**config.mk**
```make
export PLATFORM = sky130hd
export DESIGN_NAME = vector_op_scheduler
export DESIGN_NICKNAME = d
export VERILOG_FILES = /design/src/rtl/vector_op_scheduler.sv
export SDC_FILE = /design/constraint.sdc
export NUM_CORES = 1
export LEC_CHECK = 0
export ABC_AREA = 1
export ABC_CLOCK_PERIOD_IN_PS = 5100
export CAP_MARGIN = 10
export CORE_AREA = 8 8 339 341
export DETAILED_ROUTE_END_ITERATION = 7
export DIE_AREA = 0 0 347 349
export PLACE_DENSITY = 0.61
export SYNTH_ARGS = -nofsm -noshare
export SYNTH_HDL_FRONTEND = slang
export SYNTH_SLANG_ARGS = --single-unit
```
**constraint.sdc**
```tcl
create_clock -name clk -period 5.1 [get_ports clk]
set_input_delay 1.275 -clock clk [delete_from_list [all_inputs] [get_ports clk]]
set_output_delay 1.275 -clock clk [all_outputs]
set_load 0.01 [all_outputs]
```
**src/rtl/vector_op_scheduler.sv**
```systemverilog
// vector_op_scheduler
//   Shares one pipelined 3-lane vector ALU between NREQ requesters. A
//   round-robin arbiter picks at most one requester per cycle. The chosen op
//   is computed on entry and carried down a LAT-deep pipeline. The last stage
//   drives a single tagged response channel that can be backpressured.
//
//   Ports:
//     clk        rising-edge clock
//     rst_n      asynchronous reset, active low
//     req_valid  per-requester request valid            [NREQ]
//     req_ready  per-requester accept, one-hot or zero  [NREQ]
//     req_op     op of requester i at [2*i+:2]          [2*NREQ]
//     req_a      operand A of requester i at [96*i+:96] [96*NREQ]
//     req_b      operand B of requester i at [96*i+:96] [96*NREQ]
//     rsp_valid  result valid
//     rsp_ready  consumer accepts result
//     rsp_id     requester index that issued the result [IDW]
//     rsp_r      result vector, lane k at [32*k+:32]    [96]
//     busy       any pipeline stage holds a valid op
//
//   Ops (per 32-bit lane, wrapping): 00 a+b, 01 a-b, 10 a<<<1, 11 -a
module vector_op_scheduler #(
  parameter int NREQ = 4,
  parameter int LAT  = 2,
  parameter int IDW  = 2
) (
  input  logic               clk,
  input  logic               rst_n,
  input  logic [NREQ-1:0]    req_valid,
  output logic [NREQ-1:0]    req_ready,
  input  logic [2*NREQ-1:0]  req_op,
  input  logic [96*NREQ-1:0] req_a,
  input  logic [96*NREQ-1:0] req_b,
  output logic               rsp_valid,
  input  logic               rsp_ready,
  output logic [IDW-1:0]     rsp_id,
  output logic [95:0]        rsp_r,
  output logic               busy
);

  logic [LAT-1:0] stage_valid;
  logic [IDW-1:0] stage_id [LAT];
  logic [95:0]    stage_r  [LAT];

  logic [IDW-1:0] rr_ptr;
  logic           advance;
  logic           grant_found;
  logic [IDW-1:0] grant_idx;
  logic           transfer;
  logic [IDW:0]   scan_sum;
  logic [IDW-1:0] scan_idx;
  logic [1:0]     sel_op;
  logic [95:0]    sel_a;
  logic [95:0]    sel_b;
  logic [95:0]    alu_r;

  // Per-lane ALU; each lane wraps independently modulo 2^32.
  function automatic logic [95:0] vec_alu(input logic [1:0]  op,
                                          input logic [95:0] a,
                                          input logic [95:0] b);
    logic [95:0] r;
    r = '0;
    for (int k = 0; k < 3; k++) begin
      case (op)
        2'b00:   r[32*k+:32] = a[32*k+:32] + b[32*k+:32];
        2'b01:   r[32*k+:32] = a[32*k+:32] - b[32*k+:32];
        2'b10:   r[32*k+:32] = a[32*k+:32] <<< 1;
        default: r[32*k+:32] = 32'd0 - a[32*k+:32];
      endcase
    end
    return r;
  endfunction

  // The whole pipe moves as one; it only stalls when the output holds a
  // result the consumer has not taken yet.
  assign advance = !stage_valid[LAT-1] || rsp_ready;

  // Round-robin scan starting at rr_ptr. The index is wrapped explicitly so
  // non-power-of-two NREQ never selects a requester that does not exist.
  always_comb begin
    grant_found = 1'b0;
    grant_idx   = '0;
    scan_sum    = '0;
    scan_idx    = '0;
    for (int k = 0; k < NREQ; k++) begin
      scan_sum = {1'b0, rr_ptr} + (IDW+1)'(k);
      if (scan_sum >= (IDW+1)'(NREQ)) begin
        scan_sum = scan_sum - (IDW+1)'(NREQ);
      end
      scan_idx = scan_sum[IDW-1:0];
      if (!grant_found && req_valid[scan_idx]) begin
        grant_found = 1'b1;
        grant_idx   = scan_idx;
      end
    end
  end

  assign transfer = advance && grant_found;

  // Drive ready onto the granted requester and pick its operands with
  // constant slices, keeping the mux free of computed part-selects.
  always_comb begin
    req_ready = '0;
    sel_op    = '0;
    sel_a     = '0;
    sel_b     = '0;
    if (transfer) begin
      req_ready[grant_idx] = 1'b1;
    end
    for (int i = 0; i < NREQ; i++) begin
      if (grant_idx == IDW'(i)) begin
        sel_op = req_op[2*i+:2];
        sel_a  = req_a[96*i+:96];
        sel_b  = req_b[96*i+:96];
      end
    end
  end

  assign alu_r = vec_alu(sel_op, sel_a, sel_b);

  // The pointer moves just past the winner, so the winner has lowest
  // priority next time.
  always_ff @(posedge clk or negedge rst_n) begin
    if (!rst_n) begin
      rr_ptr <= '0;
    end else if (transfer) begin
      rr_ptr <= (grant_idx == IDW'(NREQ-1)) ? '0 : grant_idx + 1'b1;
    end
  end

  // Stage 0 captures the finished ALU result on entry. Later stages only
  // delay it, so the output comes straight from registers. A cycle with no
  // transfer inserts a bubble rather than collapsing it.
  always_ff @(posedge clk or negedge rst_n) begin
    if (!rst_n) begin
      stage_valid <= '0;
      for (int i = 0; i < LAT; i++) begin
        stage_id[i] <= '0;
        stage_r[i]  <= '0;
      end
    end else if (advance) begin
      stage_valid[0] <= transfer;
      stage_id[0]    <= grant_idx;
      stage_r[0]     <= alu_r;
      for (int i = 1; i < LAT; i++) begin
        stage_valid[i] <= stage_valid[i-1];
        stage_id[i]    <= stage_id[i-1];
        stage_r[i]     <= stage_r[i-1];
      end
    end
  end

  assign rsp_valid = stage_valid[LAT-1];
  assign rsp_id    = stage_id[LAT-1];
  assign rsp_r     = stage_r[LAT-1];
  assign busy      = |stage_valid;

endmodule

```
* Word-level counts from Yosys, hierarchy flattened *
Index checks and enable logic that the tools add are counted.

cells by class
  $add $sub $neg = 17
  multipliers = 0
  divide/modulo/power cells = 0
  $lt $le $gt $ge = 10
  equal/unequal tests = 5
  shift operators = 0
  mux-type cells = 39
  bitwise gates (word level) = 0
  reductions and logical operators = 13

operator list
  cell                                                                          number
  96-bit two-way mux                                                            8
  32-bit case mux with 3 select lines                                           3
  32-bit adder                                                                  3
  1-bit by 32-bit subtractor with 32-bit output, first input constant           3
  32-bit subtractor                                                             3
  2-bit two-way mux                                                             13
  2-bit by 3-bit less-than comparator with 1-bit output, second input constant  5
  3-bit >= comparator, second input constant                                    3
  1-bit two-way mux                                                             9
  1-bit binary-select mux with 2-bit select                                     4
  2-bit by 1-bit subtractor with 2-bit output, second input constant            4
  2-bit by 2-bit adder with 3-bit output, second input constant                 2
  2-bit == test, second input constant                                          3
  1-bit logical AND                                                             5
  2-bit by 1-bit == test with 1-bit output, second input constant               2
  1-bit zero test                                                               4
  2-bit zero test                                                               2
  4-bit two-way mux                                                             1
  2-bit by 1-bit adder with 3-bit output, second input constant                 1
  2-bit by 3-bit >= comparator with 1-bit output, second input constant         1
  2-bit by 1-bit adder with 2-bit output, second input constant                 1
  1-bit demux with 2-bit select                                                 1
  2-bit by 1-bit >= comparator with 1-bit output, second input constant         1
  2-bit OR reduction                                                            1
  1-bit logical OR                                                              1

word-level totals
  flip-flop bits (word level) = 200
  bits in latches = 0
  RAM bits = 0
  bits in read-only memories = 0
  input port bits = 783
  output and inout port bits = 104
  word-level logic and storage cells = 90
  memories = 0

* Depth between registers and ports, before layout *
Gate-level depths: netlist of run 1.

  depth in word-level cells = 21
  mapped depth = 48
  mapped depth without buffers = 45

* Worst setup path before layout of run 1 *
No wires, ideal clock.

  kind = input to register
  from = input port req_valid[0]
  to = register stage_r[126] (netlist bit)
  setup time = 0.117 ns
  arrival time = 6.117 ns
  required time = 4.983 ns
  slack = -1.134 ns
  stages = 39
  path buffers = 3
  path through = or2_2 -> o21ai_0 -> inv_1 -> a21oi_1 -> inv_1 -> nor3_1 -> nor2_1 -> xor2_1 -> nor2_1 -> inv_1 -> ha_1 -> buf_2 -> buf_4 -> buf_2 -> a21oi_1 -> nand2_1 -> nand2_1 -> ha_1 -> (+3 left out) -> nor2_2 -> nand3b_2 -> o31ai_1 -> xor2_1 -> ha_1 -> nand2_1 -> inv_1 -> a21boi_0 -> o21ai_0 -> nor2_1 -> nand2_1 -> or2_2 -> nand3_1 -> nand2_1 -> inv_1 -> nand2_1 -> nand2_1 -> nand2_1

on the way
  longest elaborated chain between the ends = 19
  elaborated cells on any way between the ends = 44
  those cells by class = 3 x add/sub; 5 x eq/ne; 28 x mux; 8 x reduce/logical

ends and longest elaborated chain
  element                                                                line  source
  start: declaration                                                     29    input logic [NREQ-1:0] req_valid,
  1-bit binary-select mux with 2-bit select                              91    if (!grant_found && req_valid[scan_idx]) begin
  1-bit two-way mux (implied by the code)                                91
  1-bit two-way mux                                                      91
  1-bit zero test                                                        91
  1-bit logical AND                                                      91
  1-bit two-way mux                                                      91
  1-bit zero test                                                        91
  1-bit logical AND                                                      91
  1-bit two-way mux                                                      91
  1-bit zero test                                                        91
  1-bit logical AND                                                      91
  2-bit two-way mux *                                                    91
  via grant_idx[0]                                                       48    logic [IDW-1:0] grant_idx;
  2-bit zero test                                                        111   if (grant_idx == IDW'(i)) begin
  96-bit two-way mux or 2-bit two-way mux (tied branches) (4 in series)  111
  1-bit by 32-bit subtractor with 32-bit output (tied with other cells)  68    default: r[32*k+:32] = 32'd0 - a[32*k+:32];
  32-bit case mux with 3 select lines *                                  64    case (op)
  end signal: indexed assignment                                         148   stage_r[i] <= stage_r[i-1];
  end: declaration                                                       43    logic [95:0] stage_r [LAT];

Mark *: on every way through the listed nets, which the timed path passes. The rest lies on a longest branch. The select of a mux whose other input is x is not followed.
A chain may end at the register's enable or synchronous reset.

* Worst setup path in the final report of run 1 *
  from = input port req_valid[0]
  to = register stage_r[159] (netlist bit)

The elaborated chain is that of the path after synthesis.

==> results of run 1 <==
## per-layer routing
layer  routed length [um]  vias up
li1                     -    19300
met1                87600    19400
met2                91600     1661
met3                16100      300
met4                 7680       22
met5                  146        -
## cell usage after synthesis, types with 13 or more instances
cell and n:
nand2_1 1806, nor2_1 476, inv_1 396, a21oi_1 392, nand3_1 322, o21ai_0 216, dfrtp_1 200, o21ai_1 152
buf_4 118, ha_1 103, clkbuf_1 93, or2_2 90, buf_2 78, xor2_1 77, a31oi_1 44, nand4_1 31
xnor2_1 31, buf_1 26, o21bai_1 24, inv_2 21, nor3_1 19, a41oi_1 18, o211ai_1 16, nor2_2 15
nand3b_1 13
## area by class of cell
class,count,area [um2],share of cell area [%]
diodes,40,100,0.191
clock buffers,17,425,0.811
clock inverters,14,135,0.258
inverters,420,1660,3.16
multi-input cells,3959,23900,45.6
flip-flops and latches,200,5000,9.55
well taps,1426,1780,3.40
repair buffers,2085,19300,36.9
repair inverters,5,56.3,0.107
## worst paths after layout
kind,start,endpoint
setup reg to reg,rr_ptr[0]$_DFFE_PN0P_,stage_r[159]$_DFFE_PN0P_
hold / removal,stage_valid[0]$_DFFE_PN0P_,stage_valid[1]$_DFFE_PN0P_
hold reg to reg,stage_valid[0]$_DFFE_PN0P_,stage_valid[1]$_DFFE_PN0P_
setup / recovery,req_valid[0],stage_r[159]$_DFFE_PN0P_
max in group asynchronous,rst_n,rsp_r[84]$_DFFE_PN0P_
min in group asynchronous,rst_n,rsp_r[36]$_DFFE_PN0P_
## critical path, delay by kind of cell
family,cells,cell delay (ps)
buf+inv,11,1130
xor+xnor,2,400
simple gates,15,2070
fa+ha+maj,3,720
compound gates,8,1120
## what timing repair did
item,in CTS,in global routing
setup endpoints to repair,100,100
hold buffers,0,0
gates cloned,12,5
resized for setup,675,534
buffers inserted,119,72
pin swaps,280,302
## logic make-up after synthesis
kind of cell,Yosys count
xor gates and xnor gates,108
and+or+nand+nor,2802
DFF,200
adders and majority gates,106
muxes,3
buffers and inverters,741
AOI/OAI and AO/OA,939
## registers in the layout (all words and copies together) (netlist names)
name / count
stage_id: 2
rr_ptr: 2
stage_valid: 2
stage_r: 96
rsp_r: 96
rsp_id: 2
## per-stage QoR
stage / hold slack [ps] / utilization (%) / std cells / instance area [um2] / TNS (ps)
detailed placement: 453 / 41.1 / 7912 / 45000 / -179220
global route: 496 / 47.8 / 8152 / 52400 / -100540
global placement: 452 / 41.1 / 7912 / 45000 / -176590
floorplan: 431 / - / 4899 / 28000 / -40880
finish: 470 / 47.8 / 8166 / 52400 / -83920
CTS: 474 / 45.2 / 8067 / 49600 / -65980
==> results.cfg, run 1 <==
[critical_path]
worst_ep_required_time_ps = 5530
criticalPathCategory = in2reg
crit_path_top_delay_cell = nor3_4
cp-start-kind = input port
end_kind = flip-flop
arrival_ps = 6750
cp_max_fo = 6
reg2reg_slack_ps = -960
reg2reg_depth = 38
slowest_delay_ps = 340

[global_route]
antenna_found_initial = 62
grt.busiest_layer = met2
grt_max_degree = 167
use_met2_pct = 50.0
overflow = 0
grtUsageMet1_pct = 41.7
grt_pass1_vias = 39500
met3_usage_pct = 6.76
grt_pass1_wl_um = 280000
grt_usage_pct = 31.4

[layout]
final_nets = 7577
final_cell_mix = 1,624 x nand2_1, 987 x buf_4, 877 x clkdlybuf4s50_1
drive_gt1_share_pct = 33.4
area_growth_pct = 91.9
layout_commonest_cell = nand2_1
fillers = 11100

[timing]
setup-violations-final = 93
tightest_slew_ps = 847
final.setup_skew_ps = 32.4
drv_slew = 0
fin_crit_ps = 6320
fin_ws_ps = -1220
final_hold_viol_count = 0
min_period_over_period_pct = 124
fmax_mhz = 158
rsz0062_at_grt = yes
slew_headroom_pct = 43.5

[synth]
ys_ff_latch = 200
ys_types = 53
synthSimpleGateAreaFrac_pct = 42.0
synth_edf_count = 0
yosysWarnings = 0
yosys-mux-area-fraction_pct = 0.110
synth_cells = 4899
synth_flop_cell = dfrtp_1
synthAdderAreaFrac_pct = 4.94
synthArstFlopShare_pct = 100
synth_top_cell_by_area = nand2_1
avgSynthCellArea_um2 = 5.58
synth_area_um2 = 27300
synth_xor_area_share_pct = 3.46
syn-num-nets = 5788
yosysTopAreaCellShare_pct = 24.8
synth_top_family_by_area = simple AND/OR/NAND/NOR gates
synth-compound-area-share_pct = 18.9
yosysSeqAreaShare_pct = 18.3
synth_area_leaders = nand2_1 25%, dfrtp_1 18%, a21oi_1 7.2%

[flow_run]
drv_cap = 0

[drt]
vias_per_cell = 4.99
ant_nets = 0
finalWirelength_um = 203000
vias = 40700
dr.pass1.iters = 5
wl_per_cell_um = 24.9
drc = 0
drt-initial-drc-count = 3533

[placement]
place_hpwl_um = 168000
placement.io_buffers = 886
place_congestion = 0.989
pre_cts_ws_ps = -2350

[floorplan]
dieArea_um2 = 121000
initial_core_util_pct = 24.9
rows = 122
die_h_um = 349
die_x_um = 347
coreArea_um2 = 110000
io_pins = 887

[clock_tree]
cts-root-buf = clkbuf_16
clock_sinks = 200
path_clk_slew_ps = 90
cts-htree-levels = 4
clock_latency_ps = 500
cts_tree = built
cts_buffers = 17
clk_path_buf_depth = 2

[hold_path]
hold_depth = 2
min_path_type = reg2reg

[run_status]
status = complete, but fails checks
violations = negative setup slack
Power of run 1 is not shown: default switching activity piles up to over one toggle a cycle in this logic, so the estimate is an artifact.
==> inputs of run 2 (changes only) <==
--- a/config.mk
+++ b/config.mk
@@ -7,11 +7,10 @@
 export LEC_CHECK = 0
 export ABC_AREA = 1
 export ABC_CLOCK_PERIOD_IN_PS = 5100
-export CAP_MARGIN = 10
-export CORE_AREA = 8 8 339 341
+export CORE_AREA = 8 8 335 337
 export DETAILED_ROUTE_END_ITERATION = 7
-export DIE_AREA = 0 0 347 349
-export PLACE_DENSITY = 0.61
+export DIE_AREA = 0 0 343 345
+export PLACE_DENSITY = 0.62
 export SYNTH_ARGS = -nofsm -noshare
 export SYNTH_HDL_FRONTEND = slang
 export SYNTH_SLANG_ARGS = --single-unit
==> run 2 against run 1 <==
The flow still finishes with violations (negative setup slack); clock skew down 14 ps; hold slack better by 3.5 ps; first-iteration DRC count up 11%; via count down 0.36%; sequential share of layout area up 0.35 points; count of clock-buffer cells in the layout up 1; setup slack better by 130 ps; cell count down 0.93%; core utilization down 0.37 points; die area down 2.3%; critical endpoint is now stage_r[122]$_DFFE_PN0P_; highest routed layer unchanged.
==> results.cfg, run 2 (synthesis gave the netlist of run 1 again) <==
[timing]
drv_slew = 0
final_hold_viol_count = 0
fin_ws_ps = -1100
final.setup_skew_ps = 17.9
slew_headroom_pct = 40.3
fin_crit_ps = 6200
min_period_over_period_pct = 121
setup_tns_ps = -72220
setup-violations-final = 96
tightest_slew_ps = 895
rsz0062_at_grt = yes
fmax_mhz = 161

[clock_tree]
clock_latency_ps = 490
cts-root-buf = clkbuf_16
cts.hold.buffers_added = 0
clock_sinks = 200
clk_path_buf_depth = 2
cts_tree = built
path_clk_slew_ps = 90
cts_buffers = 17
cts-htree-levels = 4

[global_route]
grt_usage_pct = 32.1
antenna_found_initial = 62
overflow = 0
grt_max_degree = 155
grt_pass1_vias = 39400
grt_pass1_wl_um = 280000

[flow_run]
drv_cap = 0

[run_status]
violations = negative setup slack
status = complete, but fails checks

[layout]
final_nets = 7530
final_cell_mix = 1,637 x nand2_1, 1,026 x buf_4, 879 x clkdlybuf4s50_1
area_growth_pct = 85.2
layout_commonest_cell = nand2_1
drive_gt1_share_pct = 30.9
fin_util_pct = 47.5
fillers = 11000

[drt]
vias = 40600
ant_nets = 0
dr.pass1.iters = 6
drc = 0
vias_per_cell = 5.01
wl_per_cell_um = 24.7
drt-initial-drc-count = 3904
finalWirelength_um = 200000

[critical_path]
criticalPathCategory = in2reg
cp.buffers_inverters = 11
worst_ep_required_time_ps = 5520
arrival_ps = 6610
slowest_delay_ps = 360
critical_path.top_delay_family = simple AND/OR/NAND/NOR gates
end_kind = flip-flop
cp_max_fo = 9
crit_path_top_delay_cell = ha_1
reg2reg_depth = 40
cp.depth = 40
cp-start-kind = input port

[floorplan]
initial_core_util_pct = 25.6
die_x_um = 343
die_h_um = 345
rows = 120
dieArea_um2 = 118000
io_pins = 887
coreArea_um2 = 107000

[hold_path]
hold_depth = 2
min_path_type = reg2reg

[placement]
place_hpwl_um = 167000
placement.io_buffers = 886
place_congestion = 1.03
run 2: worst register-to-register path, delay by kind of cell, from the launching register on:
kind / cells / cell delay, ps
adder cells (fa/ha/maj): 2 / 610
buffers and inverters: 12 / 1450
flip-flops: 1 / 440
AO/OA/AOI/OAI: 5 / 670
XOR/XNOR: 3 / 670
AND/OR/NAND/NOR: 18 / 2060
run 2: final timing paths:
| check | end | from | slack, ps |
|---|---|---|---|
| worst min register to register | rsp_r[52]$_DFFE_PN0P_ | stage_r[148]$_DFFE_PN0P_ | 470 |
| max in group asynchronous | stage_r[127]$_DFFE_PN0P_ | rst_n | 3180 |
| worst max-delay path | stage_r[122]$_DFFE_PN0P_ | req_valid[0] | -1100 |
| min in group asynchronous | rsp_r[42]$_DFFE_PN0P_ | rst_n | 860 |
| worst max register to register | stage_r[122]$_DFFE_PN0P_ | rr_ptr[0]$_DFFE_PN0P_ | -860 |
| worst min-delay path | rsp_r[52]$_DFFE_PN0P_ | stage_r[148]$_DFFE_PN0P_ | 470 |
run 2: layout make-up:
cell class,count,area [um2],area share [%]
repair buffers,2044,18900,37.3
inverters,420,1620,3.21
flip-flops and latches,200,5000,9.89
clock buffers,18,429,0.848
multi-input cells,3958,22700,44.9
diodes,33,82.6,0.163
clock inverters,14,135,0.267
well taps,1403,1760,3.47
run 2: repair_timing:
item                                    4_1_cts  5_1_grt
buffers inserted                            112       53
resized for setup                           557      349
endpoints found under the setup margin      100       99
gates cloned                                 10        0
pin swaps                                   283      255
run 2: stage by stage:
step                      worst slack, ps  hold slack (ps)  cell area (um2)  std cells
after floorplan                      -902              431            28000       4899
after global placement              -2360              449            44900       7869
after detailed placement            -2300              457            44900       7869
after CTS                            -976              476            48800       8017
after global routing                -1370              490            50600       8081
final                               -1100              474            50600       8090
run 2: metal layers:
| metal | routed length [um] | up-vias | GRT usage, % |
|---|---|---|---|
| met5 | 139 | - | 0 |
| met1 | 86700 | 19200 | 43.7 |
| li1 | - | 19200 | - |
| met3 | 16700 | 253 | 6.00 |
| met2 | 88300 | 1839 | 50.2 |
| met4 | 8000 | 24 | 11.7 |
Power of run 2 is left out for the same reason.
